File: src/rtl/tick_scheduler.sv
// -----------------------------------------------------------------------------
// tick_scheduler
//   CHANNELS (= 2**SEL_BITS) independent divide counters producing per-channel
//   tick strobes. Each channel is reprogrammed through one valid/ready port
//   that feeds a single pending slot. The slot is applied to its target channel
//   only when that channel is disabled, at its terminal count, or on a global
//   sync edge, so a running output never sees a truncated or stretched period.
//
// Ports
//   clk            : sole clock, posedge
//   rst            : synchronous active-high reset
//   cfg_valid      : configuration request present
//   cfg_ready      : pending slot empty; transfer on cfg_valid && cfg_ready
//   cfg_sel        : target channel
//   cfg_divideby   : terminal count (period = cfg_divideby + 1 cycles)
//   cfg_pulsemode  : 1 = one-cycle pulse per period, 0 = toggle per period
//   cfg_enable     : channel enable after the update
//   sync           : one-cycle strobe that restarts every enabled channel
//   tick           : per-channel divided output (registered)
//   active         : per-channel applied enable (registered)
// -----------------------------------------------------------------------------
module tick_scheduler #(
  parameter int SEL_BITS = 2,
  parameter int REG_SIZE = 16
) (
  input  logic                       clk,
  input  logic                       rst,
  input  logic                       cfg_valid,
  output logic                       cfg_ready,
  input  logic [SEL_BITS-1:0]        cfg_sel,
  input  logic [REG_SIZE-1:0]        cfg_divideby,
  input  logic                       cfg_pulsemode,
  input  logic                       cfg_enable,
  input  logic                       sync,
  output logic [(2**SEL_BITS)-1:0]   tick,
  output logic [(2**SEL_BITS)-1:0]   active
);

  localparam int CHANNELS = 2**SEL_BITS;

  // Per-channel applied state
  logic [REG_SIZE-1:0] r_cnt [CHANNELS];
  logic [REG_SIZE-1:0] r_div [CHANNELS];
  logic [CHANNELS-1:0] r_mode;
  logic [CHANNELS-1:0] r_en;
  logic [CHANNELS-1:0] r_tick;

  // Pending configuration slot
  logic [SEL_BITS-1:0] r_psel;
  logic [REG_SIZE-1:0] r_pdiv;
  logic                r_pmode;
  logic                r_pen;
  logic                r_pvalid;

  logic [CHANNELS-1:0] w_term;
  logic                w_accept;
  logic                w_apply;

  // Output of a channel reaching terminal count: pulse mode fires, toggle
  // mode flips.
  function automatic logic f_term_tick(input logic mode, input logic cur);
    return mode ? 1'b1 : ~cur;
  endfunction

  always_comb begin
    w_term = '0;
    for (int i = 0; i < CHANNELS; i++) begin
      w_term[i] = (r_cnt[i] == r_div[i]);
    end
  end

  // A request can only be accepted while the slot is empty and can only be
  // applied while it is full, so accept and apply never share an edge.
  assign w_accept  = cfg_valid && !r_pvalid;
  assign w_apply   = r_pvalid && (!r_en[r_psel] || w_term[r_psel] || sync);
  assign cfg_ready = ~r_pvalid;

  // Pending slot: only the valid flag needs reset; payload is qualified by it.
  always_ff @(posedge clk) begin
    if (rst) begin
      r_pvalid <= 1'b0;
    end else if (w_accept) begin
      r_pvalid <= 1'b1;
    end else if (w_apply) begin
      r_pvalid <= 1'b0;
    end
  end

  always_ff @(posedge clk) begin
    if (w_accept) begin
      r_psel  <= cfg_sel;
      r_pdiv  <= cfg_divideby;
      r_pmode <= cfg_pulsemode;
      r_pen   <= cfg_enable;
    end
  end

  // Channel counters and outputs
  always_ff @(posedge clk) begin
    for (int i = 0; i < CHANNELS; i++) begin
      if (rst) begin
        r_cnt[i]  <= '0;
        r_div[i]  <= '0;
        r_mode[i] <= 1'b1;
        r_en[i]   <= 1'b0;
        r_tick[i] <= 1'b0;
      end else if (w_apply && (r_psel == SEL_BITS'(i))) begin
        r_div[i]  <= r_pdiv;
        r_mode[i] <= r_pmode;
        r_en[i]   <= r_pen;
        r_cnt[i]  <= '0;
        // An enabled channel only reaches here without sync at its terminal
        // count, so the old mode's terminal action keeps the period intact.
        if (sync || !r_pen || !r_en[i]) begin
          r_tick[i] <= 1'b0;
        end else begin
          r_tick[i] <= f_term_tick(r_mode[i], r_tick[i]);
        end
      end else if (!r_en[i] || sync) begin
        r_cnt[i]  <= '0;
        r_tick[i] <= 1'b0;
      end else if (w_term[i]) begin
        r_cnt[i]  <= '0;
        r_tick[i] <= f_term_tick(r_mode[i], r_tick[i]);
      end else begin
        r_cnt[i] <= r_cnt[i] + REG_SIZE'(1);
        if (r_mode[i]) begin
          r_tick[i] <= 1'b0;
        end
      end
    end
  end

  assign tick   = r_tick;
  assign active = r_en;

endmodule

File: config.mk
export PLATFORM = sky130hd
export DESIGN_NAME = tick_scheduler
export DESIGN_NICKNAME = d
export VERILOG_FILES = /design/src/rtl/tick_scheduler.sv
export SDC_FILE = /design/constraint.sdc
export NUM_CORES = 1
export LEC_CHECK = 0
export CAP_MARGIN = 20
export CORE_ASPECT_RATIO = 0.5
export CORE_UTILIZATION = 45
export CTS_BUF_LIST = sky130_fd_sc_hd__clkbuf_2
export DETAILED_ROUTE_END_ITERATION = 12
export MAX_ROUTING_LAYER = met4
export PLACE_DENSITY = 0.63
export SYNTH_ARGS = -nofsm -noshare
export SYNTH_HDL_FRONTEND = slang
export SYNTH_SLANG_ARGS = --single-unit
File: constraint.sdc
create_clock -name clk -period 4.6 [get_ports clk]
set_clock_uncertainty 0.15 [all_clocks]
set_input_delay 0.46 -clock clk [delete_from_list [all_inputs] [get_ports clk]]
set_output_delay 0.46 -clock clk [all_outputs]
set_load 0.01 [all_outputs]
==> results by group <==
Status
  • Outcome: completed

Logic synthesis
  • Mapped Area: 0.00759 sq mm
  • Share of the synthesized area in the top cell type: 0.586
  • Mapped Cells: 618
  • Syn. warnings: 0
  • Synth Register Bits: 161
  • Post-synth top cells: edfxtp_1, xor2_1, nor2_1
  • EDFF count, synth: 148
  • Top cells by area, synth: edfxtp_1, xor2_1, and3_1
  • Distinct cells, synth: 44
  • Async S/R FF share, synth: 0
  • Mean post-synth cell area: 12.3 sq um
  • Area leader, netlist: edfxtp_1
  • Most frequent cell after synthesis: edfxtp_1
  • Register area share after synthesis: 0.620
  • Dominant synthesized flop cell: edfxtp_1

Die
  • Ports: 33
  • Die Y: 93.8 um
  • Starting Density: 0.462
  • Chip width: 186 um
  • Die ar.: 0.0174 sq mm
  • Core Area: 0.0164 sq mm
  • Site row count: 33

CTS
  • CTS root buf: clkbuf_2
  • Post_cts resized: 0
  • Hold-fix buffers, CTS: 0
  • Clk slew on worst S/H paths: 0.23 ns
  • Max clock buf depth: 2
  • Skew-Pair Late Insertion Delay: 0.69 ns
  • Clock Sink Count: 161
  • CTS Buf Count: 17
  • CTS tree: built
  • Htree depth: 4
  • Setup repair bufs after CTS: 0

Timing
  • RSZ-0062 raised after global routing: no
  • Max-slew violation count: 0
  • Fin worst setup slack: 1.59 ns
  • TNS Setup: 0 ns
  • Min cycle time layout: 3.01 ns
  • Relative slew margins: 0.277
  • Setup violators final: 0
  • Fin. Hold Viols: 0
  • Worst Tran Pin Value: 1.08 ns
  • Final period util: 0.655
  • Achievable Freq: 0.332 GHz

Cells and area
  • Share of layout cells above drive strength 1: 0.0552
  • Final #Nets: 740
  • Synth-to-layout area growth: 13.7%
  • Post-layout util: 0.525
  • Fin area: 0.00863 sq mm

Worst setup path
  • Crit Path Category: flip-flop to flip-flop
  • Crit path DAT: 3.17 ns
  • Worst Path Required: 4.76 ns
  • Startpoint types: flip-flop
  • CP Capture Type: flip-flop
  • Critical Path Fanout Max: 16
  • Register-to-Register Path Depth: 5

Drt
  • Routed len/inst: 15.5 um
  • Residual DRC: 0
  • First-pass iteration count of the detailed router: 4
  • Total Routed Length: 14.8 mm
  • Vias per cell: 4.85
  • 1st-iter DRT viols: 301
  • Via count of the routed design: 4648
  • Post-route ant nets: 0

Global routing
  • First-pass GRT wire length: 23.3 mm
  • GR Overflow Total: 0
  • Number of global-route vias before repair: 4399
  • Initial antenna violation count: 1
  • Largest net degree at the start of global routing: 41
  • Total track usage: 0.188

Power
  • Maximum vdd drop: 0.149 mV
  • Pleak: 0.00336 uW
  • P per Cell Area: 313 mW/mm^2
  • Pwr Total: 2700 uW

Worst hold path
  • Min-delay worst type: input pin to flip-flop
  • Hold depth: 1

Run
  • MaxCap Viol Count: 0

Place
  • DP Area: 0.00835 sq mm
  • RePlAce Congestion: 0.829
  • Hpwl dp: 10.5 mm
  • Post-place setup slack: 1.54 ns
  • Buffers on Ports: 32
state kept, by name, indices dropped and copies added, names as in the netlist:
name      cells
r_pen         1
active        4
r_pvalid      1
r_div        64
r_pdiv       16
tick          4
r_mode        4
r_pmode       1
r_cnt        64
r_psel        2
worst max-delay path, cell delays in order (launching register included):
cell and delay, ns:
edfxtp_1 0.51, xor2_1 0.20, nor4_1 0.33, nand4_1 0.31, a2111o_1 0.60, nand2_1 0.54
through the flow:
stage	hold slack, ns	cells
5_1_grt	0.0545	956
4_1_cts	0.0922	951
2_1_floorplan	0.286	681
3_5_place_dp	0.307	920
3_3_place_gp	0.309	920
6_report	0.170	958
placed cells by master, fill, tap and decap left out, types with 3 or more instances in the layout:
| cell type | Yosys | routed |
|---|---|---|
| xnor2_1 | 17 | 17 |
| nor2_1 | 75 | 75 |
| clkbuf_2 | 0 | 17 |
| diode_2 | 0 | 7 |
| nor4_1 | 16 | 16 |
| ha_1 | 4 | 4 |
| nand3_1 | 22 | 22 |
| and4_1 | 3 | 3 |
| mux2i_1 | 8 | 8 |
| xor2_1 | 96 | 96 |
| clkinv_4 | 0 | 4 |
| and3_1 | 48 | 48 |
| bufinv_16 | 0 | 3 |
| clkdlybuf4s50_1 | 0 | 32 |
| edfxtp_1 | 148 | 148 |
| or3_1 | 7 | 7 |
| a21oi_1 | 10 | 10 |
| inv_1 | 11 | 11 |
| o21ai_0 | 9 | 9 |
| nor3_1 | 3 | 3 |
| nand4_1 | 14 | 14 |
| nand2b_1 | 4 | 4 |
| dfxtp_1 | 13 | 13 |
| inv_6 | 0 | 4 |
| and2_1 | 34 | 34 |
| nand2_1 | 28 | 28 |
| conb_1 | 1 | 64 |
power breakdown:
group	switching (uW)	internal [uW]
Combinational	71.7	63.0
Sequential	68.7	1660
Clock	523	309
area by class of cell:
class / instances / area (sq um)
Fill cell: 1450 / 7800
Sequential cell: 161 / 4700
Multi-Input combinational cell: 487 / 2980
Clock buffer: 17 / 85.1
Inverter: 11 / 41.3
Tap cell: 227 / 284
Timing Repair Buffer: 34 / 335
Antenna cell: 7 / 17.5
Clock inverter: 14 / 179
logic make-up after synthesis:
logic type               Yosys count  synth area share
other                              1          0.000494
AND/OR/NAND/NOR                  266             0.184
adder cells (fa/ha/maj)            4           0.00659
buffers and inverters             33            0.0188
flip-flops                       161             0.620
AO/OA/AOI/OAI                     30            0.0244
XOR/XNOR                         113             0.130
multiplexers                      10            0.0150
worst paths after layout:
kind,from,slack [ns],to
hold reg to reg,r_mode[1],0.35,r_mode[1]
hold / removal,cfg_divideby[7],0.17,r_pdiv[7]
setup reg to reg,r_cnt[0][12],1.59,r_div[0][1]
setup / recovery,r_cnt[0][12],1.59,r_div[0][1]
per-layer routing:
layer,GRT usage,vias to the layer above,wire length [um]
met2,0.274,77,6790
met4,0.0704,0,178
met1,0.259,2219,7130
li1,-,2336,-
met5,-,-,0
met3,0.0368,16,723
Power figures use the tool's default switching activity.
==> RTL change 1, RTL diff (config.mk and constraints unchanged) <==
Set the parameter `SEL_BITS` to 4 (it was 2). Comments in the files are not updated.
--- a/src/rtl/tick_scheduler.sv
+++ b/src/rtl/tick_scheduler.sv
@@ -20,7 +20,7 @@
 //   active         : per-channel applied enable (registered)
 // -----------------------------------------------------------------------------
 module tick_scheduler #(
-  parameter int SEL_BITS = 2,
+  parameter int SEL_BITS = 4,
   parameter int REG_SIZE = 16
 ) (
   input  logic                       clk,
Ports: changed (resized active, cfg_sel and tick); port bits go from 33 to 59. No check against the original RTL was run, so the function may have changed too.
==> RTL change 1 against the unedited design <==
Via count rose to 4.3 times the old value. Setup slack got worse by 0.87 ns. Synthesized area rose to 3.8 times the old value. Final area rose to 3.8 times the old value. Power rose to 3.8 times the old value. Routed wire length rose to 4.7 times the old value. Sequential cell count rose by 422.
==> RTL change 1: results (changes against the unedited design) <==
- The startpoint identified for the worst register-to-register timing path is r_cnt[0][86]$_SDFFCE_PN0P_.
- Sorting the synthesized cells by how often they occur yields edfxtp_1, nor2_1, xor2_1, nand2_1, and2_1.
- The count of TritonRoute iterations in the first routing pass is 5 (+1).
- The number of non-filler instances in the completed layout is 3870 (+300%).
- The number of filler cells placed in the layout is 5617 (+290%).
- The startpoint of the tightest hold check path is sync.
- The total leakage power came to 12.2 nW (+260%).
- The global routing met2 resource utilization is 32.9% (+5.5 points).
- The run finished with clean final reports.
- The number of flops mapped to enable cells by yosys is 534 (+260%).
- The number of vias after detailed routing is 19852 (+330%).
- The total half-perimeter wirelength after legalization and detailed placement was 46800 µm (+340%).
- The adder and majority cell fraction of the synthesized area is 0.691% (+0.031 points).
- The hold buffer count at cts came to 24 (+24).
- The placed standard-cell area came to 0.0314 mm² (+280%).
- The number of global-route vias before repair is 19075 (+330%).
- The routed wire length came to 70200 µm (+370%).
- By area the synthesized netlist is led by edfxtp_1, xor2_1, nor2_1.
- The cell family with the largest share of critical-path delay is simple AND/OR/NAND/NOR gates.
- The arrival time of data at the critical path endpoint was 4.69 ns (+1.52 ns).
- The multiplexer fraction of the synthesized cell area came to 0.932% (-0.57 points).
- The fraction of power consumed by combinational cells is 5.7% (+0.7 points).
- The maximum fanout count along the critical path is 34 (+18).
- The normalized max-slew margin is 33.8% (+6.1 points).
- The number of distinct library cell variants in the gate-level netlist after synthesis is 63 (+43%).
- The share of layout cells above drive strength 1 is 9.70% (+4.2 points).
- The number of I/O port buffers is 58 (+81%).
- The number of antenna violations at the first check in global routing is 9 (+8).
- The met1 track demand over resource is 31.0% (+5.1 points).
- The critical path launch point is r_cnt[0][86]$_SDFFCE_PN0P_.
- The worst voltage drop across the vdd grid was 0.153 mV (+2.7%).
- The routing usage on met3 is 4.37% (+0.69 points).
- The global-route total usage across every layer was 22.2% (+3.4 points).
- The weighted congestion at the end of routability-driven global placement came to 0.858 (+3.4%).
- The compound-gate portion of the synthesized area is 3.33% (+0.89 points).
- The synthesized area per cell came to 11.5 µm² (-6.2%).
- The violation count after the first detailed-routing iteration is 1857 (+520%).
- The number of nets in the finished design was 2974 (+300%).
- The post-placement cell count is 3605 (+290%).
- The CTS clock-pin slew for the worst setup and hold paths came to 0.12 ns (-0.11 ns).
- The maximum number of buffers from clock root to sink is 3 (+1).
[RTL change 1: cell types whose count changed in the layout (fill, tap and decap cells not counted), sizes merged, moves of 115 or more]
cell	delta
edfxtp	+386
nor2	+279
xor2	+226
conb	+192
clkbuf	+187
nand2	+143
xnor2	+123
and2	+121
nand3	+115
[RTL change 1: layer usage]
layer / vias up / part of all wire (%) / routed length (µm)
li1: 9585 / - / -
met1: 9528 / 46 / 32500
met2: 637 / 45 / 31400
met3: 102 / 7.2 / 5080
met4: 0 / 1.7 / 1190
met5: - / 0 / 0
[RTL change 1: path summary, 6_finish.rpt]
| path | end | slack [ns] | depth (start not counted) |
|---|---|---|---|
| worst max-delay path | r_div[0][115]$_SDFFCE_PN0P_ | 0.71 | 8 |
| worst min-delay path | tick[8]$_SDFFE_PP0P_ | 0.22 | 4 |
| worst max register to register | r_div[0][115]$_SDFFCE_PN0P_ | 0.71 | 8 |
| worst min register to register | r_mode[8]$_SDFFE_PP1P_ | 0.35 | 2 |
[RTL change 1: layout make-up]
type / instances / share of cell area [%]
antenna: 3 / 0.0228
clock inverter: 34 / 0.639
sequential: 583 / 51.7
inverter: 34 / 0.388
multi-input combinational: 2050 / 37.4
timing repair buffer: 125 / 3.55
tap: 837 / 3.18
clock buffer: 204 / 3.10
[RTL change 1: stage by stage]
stage / setup slack, ns / power, mW / utilization (%) / hold slack (ns)
after floorplan: 0.656 / 6.57 / - / 0.291
after global placement: 0.859 / 6.80 / 49.6 / 0.307
after detailed placement: 0.820 / 6.81 / 49.6 / 0.332
after CTS: 0.760 / 10.3 / 51.9 / 0.105
after global routing: 0.497 / 10.6 / 51.9 / 0.147
final: 0.714 / 10.2 / 51.9 / 0.220
==> RTL change 2, RTL diff (config.mk and constraints unchanged) <==
Without the edit above. Make the reset (`rst`) asynchronous in one clocked block. Comments in the files are not updated.
--- a/src/rtl/tick_scheduler.sv
+++ b/src/rtl/tick_scheduler.sv
@@ -76,7 +76,7 @@
   assign cfg_ready = ~r_pvalid;
 
   // Pending slot: only the valid flag needs reset; payload is qualified by it.
-  always_ff @(posedge clk) begin
+  always_ff @(posedge clk or posedge rst) begin
     if (rst) begin
       r_pvalid <= 1'b0;
     end else if (w_accept) begin
Check against the original RTL: differs if rst is asserted again (counterexample within 4 cycles, from zero or initial values and one cycle with rst high); with rst held inactive, the same outputs for 4 cycles.
==> RTL change 2 against the unedited design <==
Final cell count increased by 0.94%. Sequential cell count unchanged. Highest routed layer unchanged. Routed wire length decreased by 1.5%. Largest power group unchanged. Final area decreased by 0.30%. Setup slack got worse by 0.012 ns. Synthesized area decreased by 0.48%. Power increased by 7.0%. Die area decreased by 0.47%.
==> RTL change 2: results (changes against the unedited design) <==
- The maximum fanout count along the critical path is 19 (+3).
- Among all stages on the critical path, the largest delay is contributed by edfxtp_1.
- The arrival time of data at the critical path endpoint was 3.22 ns (+0.05 ns).
- The minimum period implied by the final worst setup slack is 3.02 ns (+0.0116 ns).
- The share of the final layout cell area in multi-input gates came to 33.9% (-0.64 points).
- The register area share after synthesis is 62.3% (+0.36 points).
- The number of cells on the worst reg-to-reg path is 6 (+1).
- The via density per instance came to 4.90 (+0.94%).
- The growth of design area from synthesis to finish is 13.9%.
- The worst voltage drop across the vdd grid is 0.135 mV (-9.5%).
- The number of filler cells placed in the layout is 1449 (-0.069%).
- For hold timing, the worst endpoint is r_pdiv[2]$_DFFE_PP_.
- The placed standard-cell area is 0.00827 mm² (-0.88%).
- The worst hold path begins at cfg_divideby[2].
- The total inserted antenna cells is 1 (-6).
- The maximum cell stage delay along the critical path was 0.55 ns (-0.05 ns).
- The share of layout cells above drive strength 1 was 6.22% (+0.70 points).
- The total leakage power is 3.17 nW (-5.6%).
- The total half-perimeter wirelength after legalization and detailed placement came to 10300 µm (-2.7%).
- The number of global-route vias before repair is 4362 (-0.84%).
- The weighted congestion at the end of routability-driven global placement is 0.825 (-0.49%).
- The synthesized-area fraction occupied by xor and xnor cells came to 13.3% (+0.29 points).
- After synthesis, the most frequently instantiated cells are edfxtp_1, nor2_1, xor2_1, nand2_1, xnor2_1.
- In this run the critical register-to-register path is launched from r_cnt[0][6]$_SDFFCE_PN0P_.
- The multi-input combinational cell count is 506 (+3.9%).
- The number of nets in the finished design is 755 (+2.0%).
- The flow ran to the end, and the final reports show no timing, DRC or antenna violations.
- The multiplexer fraction of the synthesized cell area came to 1.06% (-0.44 points).
- The CTS clock-pin slew for the worst setup and hold paths came to 0.26 ns (+0.03 ns).
- The global-route total usage across every layer is 18.3% (-0.45 points).
- The switching part of the total power is 23.3% (-1.3 points).
- The violation count after the first detailed-routing iteration is 369 (+23%).
- The non-clock buffer contribution to total cell area is 3.90% (+0.012 points).
- The adder and majority cell fraction of the synthesized area is 0.663% (+0.0032 points).
- The synthesized area per cell is 12.0 µm² (-2.5%).
- The clock latency on the worst-skew pair is 0.71 ns (+0.02 ns).
- The clock-cell share of area is 3.80% (+0.74 points).
- The area of all sequential standard cells came to 0.00471 mm² (+0.11%).
- The final-layout clock buffer total was 18 (+1).
- The wire length of the first global-routing pass came to 22700 µm (-3.0%).
- By area the synthesized netlist is led by edfxtp_1, xor2_1, nor2_1.
- The normalized max-slew margin is 30.1% (+2.3 points).
- The area of the multi-input gates is 0.00292 mm² (-2.1%).
- The number of vias after detailed routing came to 4736 (+1.9%).
[RTL change 2: changes by cell type in the layout (fill, tap and decap cells not counted), moves of 6 or more]
cell,change
and2_1,-31
and3_1,-26
diode_2,-6
nand2_1,+20
nor2_1,+53
nor2_2,+8
xnor2_1,+22
xor2_1,-20
[RTL change 2: power by group through the flow]
stage / clock, mW / sequential [mW] / combinational (mW)
floorplan: 0 / 1.74 / 0.133
global placement: 0 / 1.76 / 0.180
detailed placement: 0 / 1.76 / 0.182
CTS: 0.994 / 1.73 / 0.183
global route: 1.05 / 1.74 / 0.203
finish: 0.977 / 1.73 / 0.183
[RTL change 2: routing by layer]
layer	track usage (%)	vias up	part of all wire (%)
met2	28.6	75	46
li1	-	2346	-
met3	3.47	23	3.5
met4	6.06	0	1.8
met1	24.1	2292	48
met5	-	-	0
